File: src/rtl/uart_pkg.sv
// uart_pkg: shared UART timing types and constants for the TX/RX paths.
package uart_pkg;
    localparam int IDX_W         = 4;
    localparam int DEFAULT_DIV_C = 10416;
    typedef enum logic {IDLE = 1'b0, RUN = 1'b1} state_e;
    function automatic int frame_bits(input int data_bits, input int parity_en, input int stop_bits);
        return 1 + data_bits + parity_en + stop_bits;
    endfunction
endpackage

File: src/rtl/uart_div_counter.sv
// uart_div_counter: per-bit cycle counter with clear/hold/advance, flags wrap, half-point and zero.
module uart_div_counter #(
    parameter int DIV_W = 16
) (
    input  logic             sysclk,
    input  logic             reset,
    input  logic             clear,
    input  logic             advance,
    input  logic [DIV_W-1:0] div,
    output logic             wrap,
    output logic             half,
    output logic             zero
);
    logic [DIV_W-1:0] cyc_q, cyc_d;
    always_comb begin
        wrap  = cyc_q == div - DIV_W'(1);
        half  = cyc_q == (div >> 1) - DIV_W'(1);
        zero  = cyc_q == '0;
        cyc_d = clear ? '0 : advance ? (wrap ? '0 : cyc_q + DIV_W'(1)) : cyc_q;
    end
    always_ff @(posedge sysclk or posedge reset)
        if (reset) cyc_q <= '0;
        else       cyc_q <= cyc_d;
endmodule

File: src/rtl/uart_bit_timer.sv
// uart_bit_timer: UART bit-timing engine emitting one tick per frame bit and a finish pulse.
module uart_bit_timer
    import uart_pkg::*;
#(
    parameter int DIV_W       = 16,
    parameter int DEFAULT_DIV = DEFAULT_DIV_C,
    parameter int DATA_BITS   = 8,
    parameter int PARITY_EN   = 0,
    parameter int STOP_BITS   = 1
) (
    input  logic             sysclk,
    input  logic             reset,
    input  logic             trigger,
    input  logic             enable,
    input  logic             mode,
    input  logic [DIV_W-1:0] baud_div,
    input  logic             abort,
    output logic             bit_tick,
    output logic [IDX_W-1:0] bit_index,
    output logic             busy,
    output logic             finish
);
    localparam int FRAME_BITS = frame_bits(DATA_BITS, PARITY_EN, STOP_BITS);
    localparam logic [IDX_W-1:0] LAST = IDX_W'(FRAME_BITS - 1);
    state_e           state_q, state_d;
    logic [DIV_W-1:0] div_q, div_d;
    logic [IDX_W-1:0] idx_q, idx_d;
    logic             mode_q, mode_d, fin_q, fin_d;
    logic             start, step, done, wrap, half, zero;
    uart_div_counter #(.DIV_W(DIV_W)) u_cnt (
        .sysclk (sysclk),
        .reset  (reset),
        .clear  (state_q == IDLE),
        .advance(step),
        .div    (div_q),
        .wrap   (wrap),
        .half   (half),
        .zero   (zero)
    );
    always_ff @(posedge sysclk or posedge reset)
        if (reset) begin
            state_q <= IDLE;
            div_q   <= DIV_W'(DEFAULT_DIV);
            idx_q   <= '0;
            mode_q  <= 1'b0;
            fin_q   <= 1'b0;
        end else begin
            state_q <= state_d;
            div_q   <= div_d;
            idx_q   <= idx_d;
            mode_q  <= mode_d;
            fin_q   <= fin_d;
        end
    // abort outranks both pause and completion
    always_comb begin
        start   = state_q == IDLE && trigger && enable;
        step    = state_q == RUN && enable && !abort;
        done    = step && wrap && idx_q == LAST;
        state_d = state_q == IDLE ? (start ? RUN : IDLE) : ((abort || done) ? IDLE : RUN);
        div_d   = start ? (baud_div < DIV_W'(2) ? DIV_W'(DEFAULT_DIV) : baud_div) : div_q;
        mode_d  = start ? mode : mode_q;
        idx_d   = (start || abort || done) ? '0 : (step && wrap) ? idx_q + IDX_W'(1) : idx_q;
        fin_d   = done;
    end
    // tick is gated by step so a tick point held during a pause fires once on resume
    always_comb begin
        busy      = state_q == RUN;
        bit_tick  = step && (mode_q ? half : zero);
        bit_index = idx_q;
        finish    = fin_q;
    end
endmodule
File: config.mk
export PLATFORM = sky130hd
export DESIGN_NAME = uart_bit_timer
export DESIGN_NICKNAME = d
export VERILOG_FILES = /design/src/rtl/uart_pkg.sv /design/src/rtl/uart_div_counter.sv /design/src/rtl/uart_bit_timer.sv
export SDC_FILE = /design/constraint.sdc
export NUM_CORES = 1
export LEC_CHECK = 0
export ABC_AREA = 1
export CAP_MARGIN = 10
export CORE_MARGIN = 1.5
export CORE_UTILIZATION = 58
export DETAILED_ROUTE_END_ITERATION = 7
export PLACE_DENSITY = 0.8
export SETUP_SLACK_MARGIN = 0.1
export SLEW_MARGIN = 0
export SYNTH_ARGS = -nofsm -noshare
export SYNTH_HDL_FRONTEND = slang
export SYNTH_SLANG_ARGS = --single-unit
File: constraint.sdc
create_clock -name sysclk -period 3 [get_ports sysclk]
set_clock_uncertainty 0.2 [all_clocks]
set_input_delay 0.6 -clock sysclk [delete_from_list [all_inputs] [get_ports sysclk]]
set_output_delay 0.6 -clock sysclk [all_outputs]
set_load 0.03 [all_outputs]
# --- Yosys cells after proc, flatten, opt, wreduce, memory -nomap -nowiden ---
# Cells that the tools add are included.
totals:
  word_cells: 39
  out_inout_bits: 7
  reg_bits: 39
classes:
  muxes: 10
  n_addsub: 4
  n_lt_le_gt_ge: 1
  eq_ne: 4
  reduce_logical: 13
  n_bitwise: 1
op_table:
  columns: ["op", "count"]
  rows:
  - ["$mux W16", 4]
  - ["$eq A16 B16 Y1", 2]
  - ["$add A16 B1 Y16 const B", 1]
  - ["$logic_not A16 Y1", 1]
  - ["$lt A16 B2 Y1 const B", 1]
  - ["$sub A15 B1 Y16 const B", 1]
  - ["$sub A16 B1 Y16 const B", 1]
  - ["$mux W4", 2]
  - ["$logic_and A1 B1 Y1", 7]
  - ["$add A4 B1 Y4 const B", 1]
  - ["$eq A4 B4 Y1 const B", 1]
  - ["$mux W1", 4]
  - ["$logic_or A1 B1 Y1", 3]
  - ["$ne A2 B1 Y1 const B", 1]
  - ["$reduce_bool A2 Y1", 1]
  - ["$logic_not A1 Y1", 1]
  - ["$not A1 Y1", 1]

# --- Depth between registers and ports, before layout ---
# Gate-level depths: netlist of the first run.
depth:
  word_depth: 7
  ltp_mapped: 16

# --- Cells and area by module ---
# Synthesis of the first run repeated with hierarchy kept, for this count alone.
unflattened:
  hier_cells: 509
  hier_area_um2: 3387.0
modules_own_cells:
  columns: ["mod", "instances", "seq_area_each_um2", "area_each_um2", "cells_each"]
  rows:
  - ["uart_div_counter", 1, 400.4, 2279.7, 367]
  - ["uart_bit_timer", 1, 581.8, 1107.3, 142]

# --- Worst setup path before layout of the first run ---
# Ideal clock, no wire load.
synth_timing:
  kind: "register to output"
  from: "reg div_q[1]"
  to: "out bit_tick"
  path_stages_with_launch: 10
  path_buffers: 0
  slack_ns: 0.202
  arrival_time_ns: 1.998
  cell_sequence: "dfrtp_1 > inv_1 > ha_1 > nand3_1 > or2_2 > a21oi_1 > nand4_1 > nor2_1 > nand3_1 > a21oi_1"
synth_via:
  elab_chain_cells: 4
synth_rtl:
  columns: ["item", "line_no", "source"]
  rows:
  - ["start: declaration", "uart_bit_timer.sv:26", "logic [DIV_W-1:0] div_q, div_d;"]
  - ["start signal: assignment", "uart_bit_timer.sv:43", "div_q <= DIV_W'(DEFAULT_DIV);"]
  - ["start signal: assignment", "uart_bit_timer.sv:49", "div_q <= div_d;"]
  - ["$sub A15 B1 Y16", "uart_div_counter.sv:17", "half = cyc_q == (div >> 1) - DIV_W'(1);"]
  - ["$eq A16 B16 Y1", "uart_div_counter.sv:17", null]
  - ["$mux W1", "uart_bit_timer.sv:68", "bit_tick = step && (mode_q ? half : zero);"]
  - ["$logic_and A1 B1 Y1", "uart_bit_timer.sv:68", null]
  - ["end: declaration", "uart_bit_timer.sv:18", "output logic bit_tick,"]
# No other way between the ends.

# --- Final worst setup path of the first run ---
layout_timing:
  from: "reg div_q[2]"
  to: "out bit_tick"
# Same word-level chain as after synthesis.

==> impl_metrics.py, run 1 <==
metrics = {
    "pwr": {
        "ir_drop_uv": 356,
        "power.share.clock_pct": 26.5,
        "internal_power_mw": 1.11,
        "switching_share_pct": 36.1,
        "p_seq_share_pct": 39.4,
        "power.density_mw_per_mm2": 469,
        "power_frac_comb_pct": 34.1,
        "p_switching_mw": 0.624,
        "leakagePower_nw": 1.64,
    },
    "critical_path": {
        "rr_startpoint": "div_q[1]",
        "path_class": "flop to output port",
        "cp_data_required_time_ns": 2.20,
        "end_kind": "output port",
        "cp_max_fo": 6,
        "critical_path_arrival_ns": 2.21,
        "reg2reg_to": "u_cnt.cyc_q[14]",
        "worstSetupStartpointType": "flop",
        "ff2ff_setup_slack_ns": 0.26,
        "r2r_cells": 15,
    },
    "synthesis": {
        "synth.most_common_cell": "nand2_1",
        "ys_seq_area_share_pct": 33.0,
        "avgSynthCellArea_um2": 7.01,
        "ys_ff_latch": 39,
        "synth.area.mux_share_pct": 0,
        "yosys.cell_types.count": 31,
        "synthAdderAreaFrac_pct": 2.52,
        "syn_nets": 453,
        "synth_ff_type": "dfrtp_1",
        "synth-xor-area-share_pct": 13.2,
        "synthTopCellsByCount": "117 x nand2_1, 49 x inv_1, 45 x nor2_1",
        "yosysTopAreaCell": "dfrtp_1",
        "synth_compound_area_share_pct": 7.65,
        "synth_top_family_by_area": "simple AND/OR/NAND/NOR gates",
        "syn_area_mm2": 0.00298,
        "synthArstFlopShare_pct": 100,
        "synth-simple-area-share_pct": 36.3,
        "syn_inst": 425,
        "synth.top_cell.area_share_pct": 28.6,
        "synth_area_leaders": "dfrtp_1 29%, nand2_1 15%, xor2_1 8.5%, inv_1 6.2%, nor2_1 5.7%",
        "yosysWarnings": 0,
        "synth-edff-count": 0,
    },
    "timing": {
        "slew_viol_final": 0,
        "tightest_slew_ns": 0.571,
        "min_period_over_period_pct": 100,
        "hold_viol": 0,
        "setup_viol": 1,
        "max_freq_mhz": 332,
        "max_slew_margin_pct": 61.9,
        "finalSetupTns_ns": -0.00927,
        "fin_ws_ns": -0.00927,
        "period_minus_slack_ns": 3.01,
        "rsz0062_at_grt": "yes",
    },
    "route": {
        "dr_total_vias": 3016,
        "drcViolationCount": 0,
        "ant_nets": 0,
        "routed_via_density": 5.64,
        "initialDrtViolationCount": 306,
        "routedWlPerCell_um": 15.3,
        "wl_met3_um": 697,
        "wl_met1_um": 3500,
        "dr.max_layer_used": "met4",
        "first_pass_iters": 5,
        "wl_um": 8170,
        "route.met2.wl_um": 3670,
    },
    "clock_network": {
        "htreeDepth": 2,
        "clk_latency_ns": 0.29,
        "cts_buffer_depth": 2,
        "cts.sinks": 39,
        "cts_hold_buf": 0,
        "clkTransAtPathRegs_ns": 0.08,
        "cts_tree": "done",
        "cts-root-buf": "clkbuf_8",
        "numCtsBuffers": 5,
    },
    "floorplan": {
        "die_x_um": 74.7,
        "initial_core_util_pct": 61.4,
        "row_count": 25,
        "ioPinCount": 29,
        "dieArea_mm2": 0.00557,
        "die_h_um": 74.7,
        "fp.coreArea_mm2": 0.00485,
    },
    "layout": {
        "fin_nets": 495,
        "drive_above_1_share_pct": 17.1,
        "layout.cells.non_filler": 535,
        "diodes": 0,
        "nFillCells": 362,
        "area_growth_pct": 24.0,
    },
    "placement": {
        "dp.cells": 516,
        "portBuffers": 28,
        "hpwlAfterDp_um": 5740,
        "routabilityCongestion": 0.945,
        "dpl_worst_slack_ns": 0.0793,
    },
    "hold_path": {
        "min_path_cells": 2,
        "whs_endpoint": "mode_q",
        "hold_class": "flop to flop",
        "hp-start": "mode_q",
    },
    "status": {
        "status": "finished with violations",
        "failed_checks": "negative setup slack",
    },
    "global_route": {
        "grt_overflow_total": 0,
        "grt_antenna_before_repair": 0,
        "grt_pass1_wl_um": 13000,
        "grt_use_total_pct": 31.5,
        "grt_pass1_vias": 2686,
        "grt_max_degree": 40,
    },
    "flow_run": {
        "drv_cap": 0,
    },
}
[worst max path at each step]
stage / slack (ns) / endpoint / from / cells after the start
2_1_floorplan: 0.20 / bit_tick / div_q[1] / 9
3_3_place_gp: 0.19 / bit_tick / div_q[1] / 10
3_5_place_dp: 0.08 / bit_tick / div_q[1] / 10
4_1_cts: 0.08 / bit_tick / div_q[2] / 11
5_1_grt: -0.08 / bit_tick / div_q[4] / 10
6_report: -0.009 / bit_tick / div_q[2] / 10
[power by group through the flow]
stage               logic, mW  registers (mW)  clock network [mW]
CTS                     0.526           0.676               0.458
global placement        0.458           0.673                   0
detailed placement      0.462           0.675                   0
floorplan               0.352           0.654                   0
global route            0.654           0.687               0.478
finish                  0.591           0.682               0.458
[metal layers]
| metal | up-vias | global-route usage (%) |
|---|---|---|
| met4 | 0 | 9.29 |
| met2 | 159 | 50.1 |
| met1 | 1392 | 45.3 |
| met3 | 27 | 4.28 |
| li1 | 1438 | - |
| met5 | - | 0 |
[per-stage QoR]
step / utilization, % / power, mW / cell area (um^2) / hold slack (ns)
3_3_place_gp: 68.7 / 1.13 / 3330 / 0.285
4_1_cts: 74.0 / 1.66 / 3590 / 0.324
3_5_place_dp: 68.7 / 1.14 / 3330 / 0.283
2_1_floorplan: - / 1.01 / 2980 / 0.266
6_report: 76.2 / 1.73 / 3690 / 0.333
5_1_grt: 76.2 / 1.82 / 3690 / 0.373
[cells by family after synthesis]
family / after synthesis
AO/OA/AOI/OAI: 41
flip-flops: 39
buffers and inverters: 57
XOR/XNOR: 45
AND/OR/NAND/NOR: 237
adder cells (fa/ha/maj): 6
[flip-flops by register name (all words and copies together), names as in the netlist]
name	flops
busy	1
u_cnt.cyc_q	16
div_q	16
mode_q	1
bit_index	4
finish	1
[cell type report]
cell class,instances,area (um^2),share of cell area [%]
multi-input cells,329,1920,51.9
well taps,67,83.8,2.27
repair buffers,42,399,10.8
clock buffers,6,82.6,2.24
inverters,50,188,5.08
flip-flops and latches,39,987,26.7
clock inverters,2,35.0,0.949
[worst max-delay path: stages, from the launching register on]
cell	delay [ns]
dfrtp_1	0.43
inv_2	0.10
ha_4	0.17
nand3_4	0.14
or2_4	0.26
a21oi_2	0.13
nand4_1	0.12
nor2_2	0.13
nand3_2	0.11
a21oi_2	0.17
buf_6	0.15
[cell usage in the layout (no fill, tap or decap), types with 2 or more instances in the layout]
cell / synthesis / final
a22oi_1: 3 / 3
ha_1: 6 / 5
nor3_2: 1 / 2
nor2_2: 8 / 11
xnor2_1: 16 / 16
nor4_1: 4 / 4
xor2_1: 29 / 28
nand2_2: 4 / 7
nand2_1: 117 / 114
dfrtp_1: 34 / 30
clkbuf_8: 0 / 6
buf_4: 1 / 13
o21ai_0: 18 / 18
o22ai_1: 9 / 9
inv_1: 49 / 47
nor2_1: 45 / 37
nor3_1: 5 / 2
nand3b_1: 3 / 3
a21oi_1: 9 / 7
nand3_1: 29 / 27
clkdlybuf4s50_1: 0 / 27
nand4_1: 8 / 8
nor2_4: 5 / 10
or2_2: 3 / 2
dfrtp_2: 0 / 4
inv_2: 0 / 2
nand3_2: 3 / 4
nor3_4: 0 / 2
a21oi_2: 0 / 2
dfstp_2: 5 / 5
[repair_timing]
item                                    in CTS  in global routing
cloned                                       0                  0
buffers inserted                             7                  4
gates resized for setup                     26                 13
pin swaps                                    5                  4
endpoints found under the setup margin       1                 13
Note: power is estimated with default switching activity, not from simulation.
==> run 2: changes to the inputs <==
--- a/config.mk
+++ b/config.mk
@@ -5,12 +5,11 @@
 export SDC_FILE = /design/constraint.sdc
 export NUM_CORES = 1
 export LEC_CHECK = 0
-export ABC_AREA = 1
 export CAP_MARGIN = 10
 export CORE_MARGIN = 1.5
-export CORE_UTILIZATION = 58
+export CORE_UTILIZATION = 60
 export DETAILED_ROUTE_END_ITERATION = 7
-export PLACE_DENSITY = 0.8
+export PLACE_DENSITY = 0.82
 export SETUP_SLACK_MARGIN = 0.1
 export SLEW_MARGIN = 0
 export SYNTH_ARGS = -nofsm -noshare
==> constraint.sdc (replaced) <==
create_clock -name sysclk -period 3.8 [get_ports sysclk]
set_clock_uncertainty 0.2 [all_clocks]
set_input_delay 0.76 -clock sysclk [delete_from_list [all_inputs] [get_ports sysclk]]
set_output_delay 0.76 -clock sysclk [all_outputs]
set_load 0.03 [all_outputs]
==> impl_metrics.py, run 2 <==
metrics = {
    "route": {
        "ant_nets": 0,
        "routedWlPerCell_um": 16.7,
        "first_pass_iters": 5,
        "initialDrtViolationCount": 245,
        "wl_um": 7710,
        "drcViolationCount": 0,
        "routed_via_density": 6.21,
        "dr_total_vias": 2873,
    },
    "flow_run": {
        "drv_cap": 0,
    },
    "floorplan": {
        "row_count": 26,
        "die_x_um": 75.1,
        "fp.coreArea_mm2": 0.00504,
        "initial_core_util_pct": 61.8,
        "ioPinCount": 29,
        "die_h_um": 75.1,
        "dieArea_mm2": 0.00563,
    },
    "synthesis": {
        "synth.top_cell.area_share_pct": 27.3,
        "avgSynthCellArea_um2": 8.09,
        "yosysWarnings": 0,
        "ys_ff_latch": 39,
        "synth.most_common_cell": "nand2_1",
        "syn_nets": 413,
        "syn_inst": 385,
        "yosys.cell_types.count": 61,
        "synth_ff_type": "dfrtp_1",
        "ys_seq_area_share_pct": 31.5,
        "synthTopCellsByCount": "66 x nand2_1, 34 x dfrtp_1, 25 x clkbuf_1",
        "yosysTopAreaCell": "dfrtp_1",
        "synth-edff-count": 0,
        "syn_area_mm2": 0.00312,
        "synth_area_leaders": "dfrtp_1 27%, nand2_1 8.0%, xnor2_1 6.2%, dfstp_2 4.2%, xor2_1 3.9%",
        "synthArstFlopShare_pct": 100,
    },
    "critical_path": {
        "critical_path_arrival_ns": 2.59,
        "cp.depth": 10,
        "path_class": "flop to output port",
        "critical-path-top-delay-family": "simple AND/OR/NAND/NOR gates",
        "cp_data_required_time_ns": 2.84,
        "cp_max_fo": 6,
        "slowest_stage": "dfrtp_1",
        "worstSetupStartpointType": "flop",
        "path_cells": "inv_2 -> ha_4 -> or3b_4 -> nor3_4 -> nand2_1 -> xnor2_1 -> a2111oi_2 -> o211ai_1 -> o22ai_2 -> buf_6",
        "crit_buf_inv": 2,
        "end_kind": "output port",
        "slowest_delay_ns": 0.42,
        "r2r_cells": 10,
    },
    "global_route": {
        "busiest_layer": "met2",
        "grt_use_total_pct": 29.6,
        "grt_max_degree": 40,
        "met3_usage_pct": 4.28,
        "grt_antenna_before_repair": 0,
        "grt_use_met2_pct": 49.3,
        "grt_pass1_vias": 2620,
        "use_met1_pct": 41.3,
        "grt_pass1_wl_um": 12700,
        "grt_overflow_total": 0,
    },
    "clock_network": {
        "cts_tree": "done",
        "cts_hold_buf": 0,
        "numCtsBuffers": 5,
        "clk_latency_ns": 0.30,
        "htreeDepth": 2,
        "cts_buffer_depth": 2,
        "cts_setup_buffers": 0,
        "cts.sinks": 39,
        "cts-root-buf": "clkbuf_8",
        "clkTransAtPathRegs_ns": 0.08,
    },
    "placement": {
        "hpwlAfterDp_um": 5490,
        "portBuffers": 28,
        "routabilityCongestion": 0.943,
    },
    "layout": {
        "drive_above_1_share_pct": 12.0,
        "nFillCells": 416,
        "area_growth_pct": 13.6,
        "final_common_cell": "nand2_1",
        "fin_nets": 420,
        "final_cell_mix": "66 x nand2_1, 32 x dfrtp_1, 27 x clkdlybuf4s50_1",
        "utilization_pct": 70.2,
        "diodes": 0,
    },
    "timing": {
        "setup_viol": 0,
        "tightest_slew_ns": 0.658,
        "finalSetupTns_ns": 0,
        "slew_viol_final": 0,
        "period_minus_slack_ns": 3.55,
        "max_slew_margin_pct": 56.0,
        "rsz0062_at_grt": "no",
        "max_freq_mhz": 282,
        "min_period_over_period_pct": 93.4,
        "hold_viol": 0,
    },
    "hold_path": {
        "min_path_cells": 1,
        "hold_class": "flop to flop",
    },
    "pwr": {
        "ir_drop_uv": 353,
        "power.density_mw_per_mm2": 342,
        "leakagePower_nw": 1.32,
    },
    "status": {
        "status": "finished, final reports clean",
    },
}
[run 2: cell count changes in the layout (fill, tap and decap cells not counted), moves of 8 or more]
cell / delta
nand3_1: -11
o311ai_0: +8
nand4_1: +9
nand2_1: -48
xor2_1: -14
nor2_4: -10
inv_1: -33
nor2_1: -19
nor2_2: -11
[run 2: final timing paths]
path,start,to,slack (ns)
min,bit_index[3],bit_index[3],0.37
min reg2reg,bit_index[3],bit_index[3],0.37
max in group asynchronous,reset,div_q[8],2.34
min in group asynchronous,reset,div_q[0],0.68
max reg2reg,div_q[0],bit_index[3],0.45
max,div_q[1],bit_tick,0.25
[run 2: layer usage]
metal  vias to the layer above  share of wire, %  wire, um
met3                         4               5.7       441
met5                         -                 0         0
li1                       1380                 -         -
met1                      1389                45      3440
met4                         0              0.52        40
met2                       100                49      3790
[run 2: where the power goes]
group          switching (mW)  internal (mW)
combinational           0.178          0.174
sequential              0.105          0.461
clock                   0.146          0.147
total                   0.429          0.782
[run 2: stage by stage]
stage / hold WS (ns) / area, um^2 / instances / worst slack [ns] / power [mW]
3_3_place_gp: 0.312 / 3390 / 455 / 0.177 / 0.886
5_1_grt: 0.402 / 3540 / 463 / 0.101 / 1.27
4_1_cts: 0.363 / 3510 / 463 / 0.142 / 1.20
3_5_place_dp: 0.342 / 3390 / 455 / 0.109 / 0.895
2_1_floorplan: 0.268 / 3120 / 385 / 0.230 / 0.807
6_report: 0.366 / 3540 / 463 / 0.252 / 1.21
[run 2: logic make-up after synthesis]
group	count (synthesis)	synth area share [%]
buffers and inverters	53	7.23
flip-flops	39	31.5
multiplexers	7	2.29
AND/OR/NAND/NOR	178	31.0
adder cells (fa/ha/maj)	6	2.41
XOR/XNOR	37	10.8
AO/OA/AOI/OAI	65	14.7
[run 2: layout make-up]
cell class	count	area [um^2]	area share (%)
well taps	70	87.6	2.48
repair buffers	37	349	9.87
clock inverters	1	5.00	0.141
flip-flops and latches	39	985	27.8
multi-input cells	293	1970	55.6
clock buffers	7	86.3	2.44
inverters	16	60.1	1.70
[run 2: what timing repair did]
item / in CTS / in global routing
setup endpoints to repair: 1 / 1
pin swaps: 0 / 4
gates resized for setup: 8 / 7
==> run 3: changes to the inputs <==
--- a/config.mk
+++ b/config.mk
@@ -11,7 +11,6 @@
 export DETAILED_ROUTE_END_ITERATION = 7
 export PLACE_DENSITY = 0.82
 export SETUP_SLACK_MARGIN = 0.1
-export SLEW_MARGIN = 0
 export SYNTH_ARGS = -nofsm -noshare
 export SYNTH_HDL_FRONTEND = slang
 export SYNTH_SLANG_ARGS = --single-unit
==> results of run 3 <==
Final layout, timing and power as in run 2 (identical DEF).
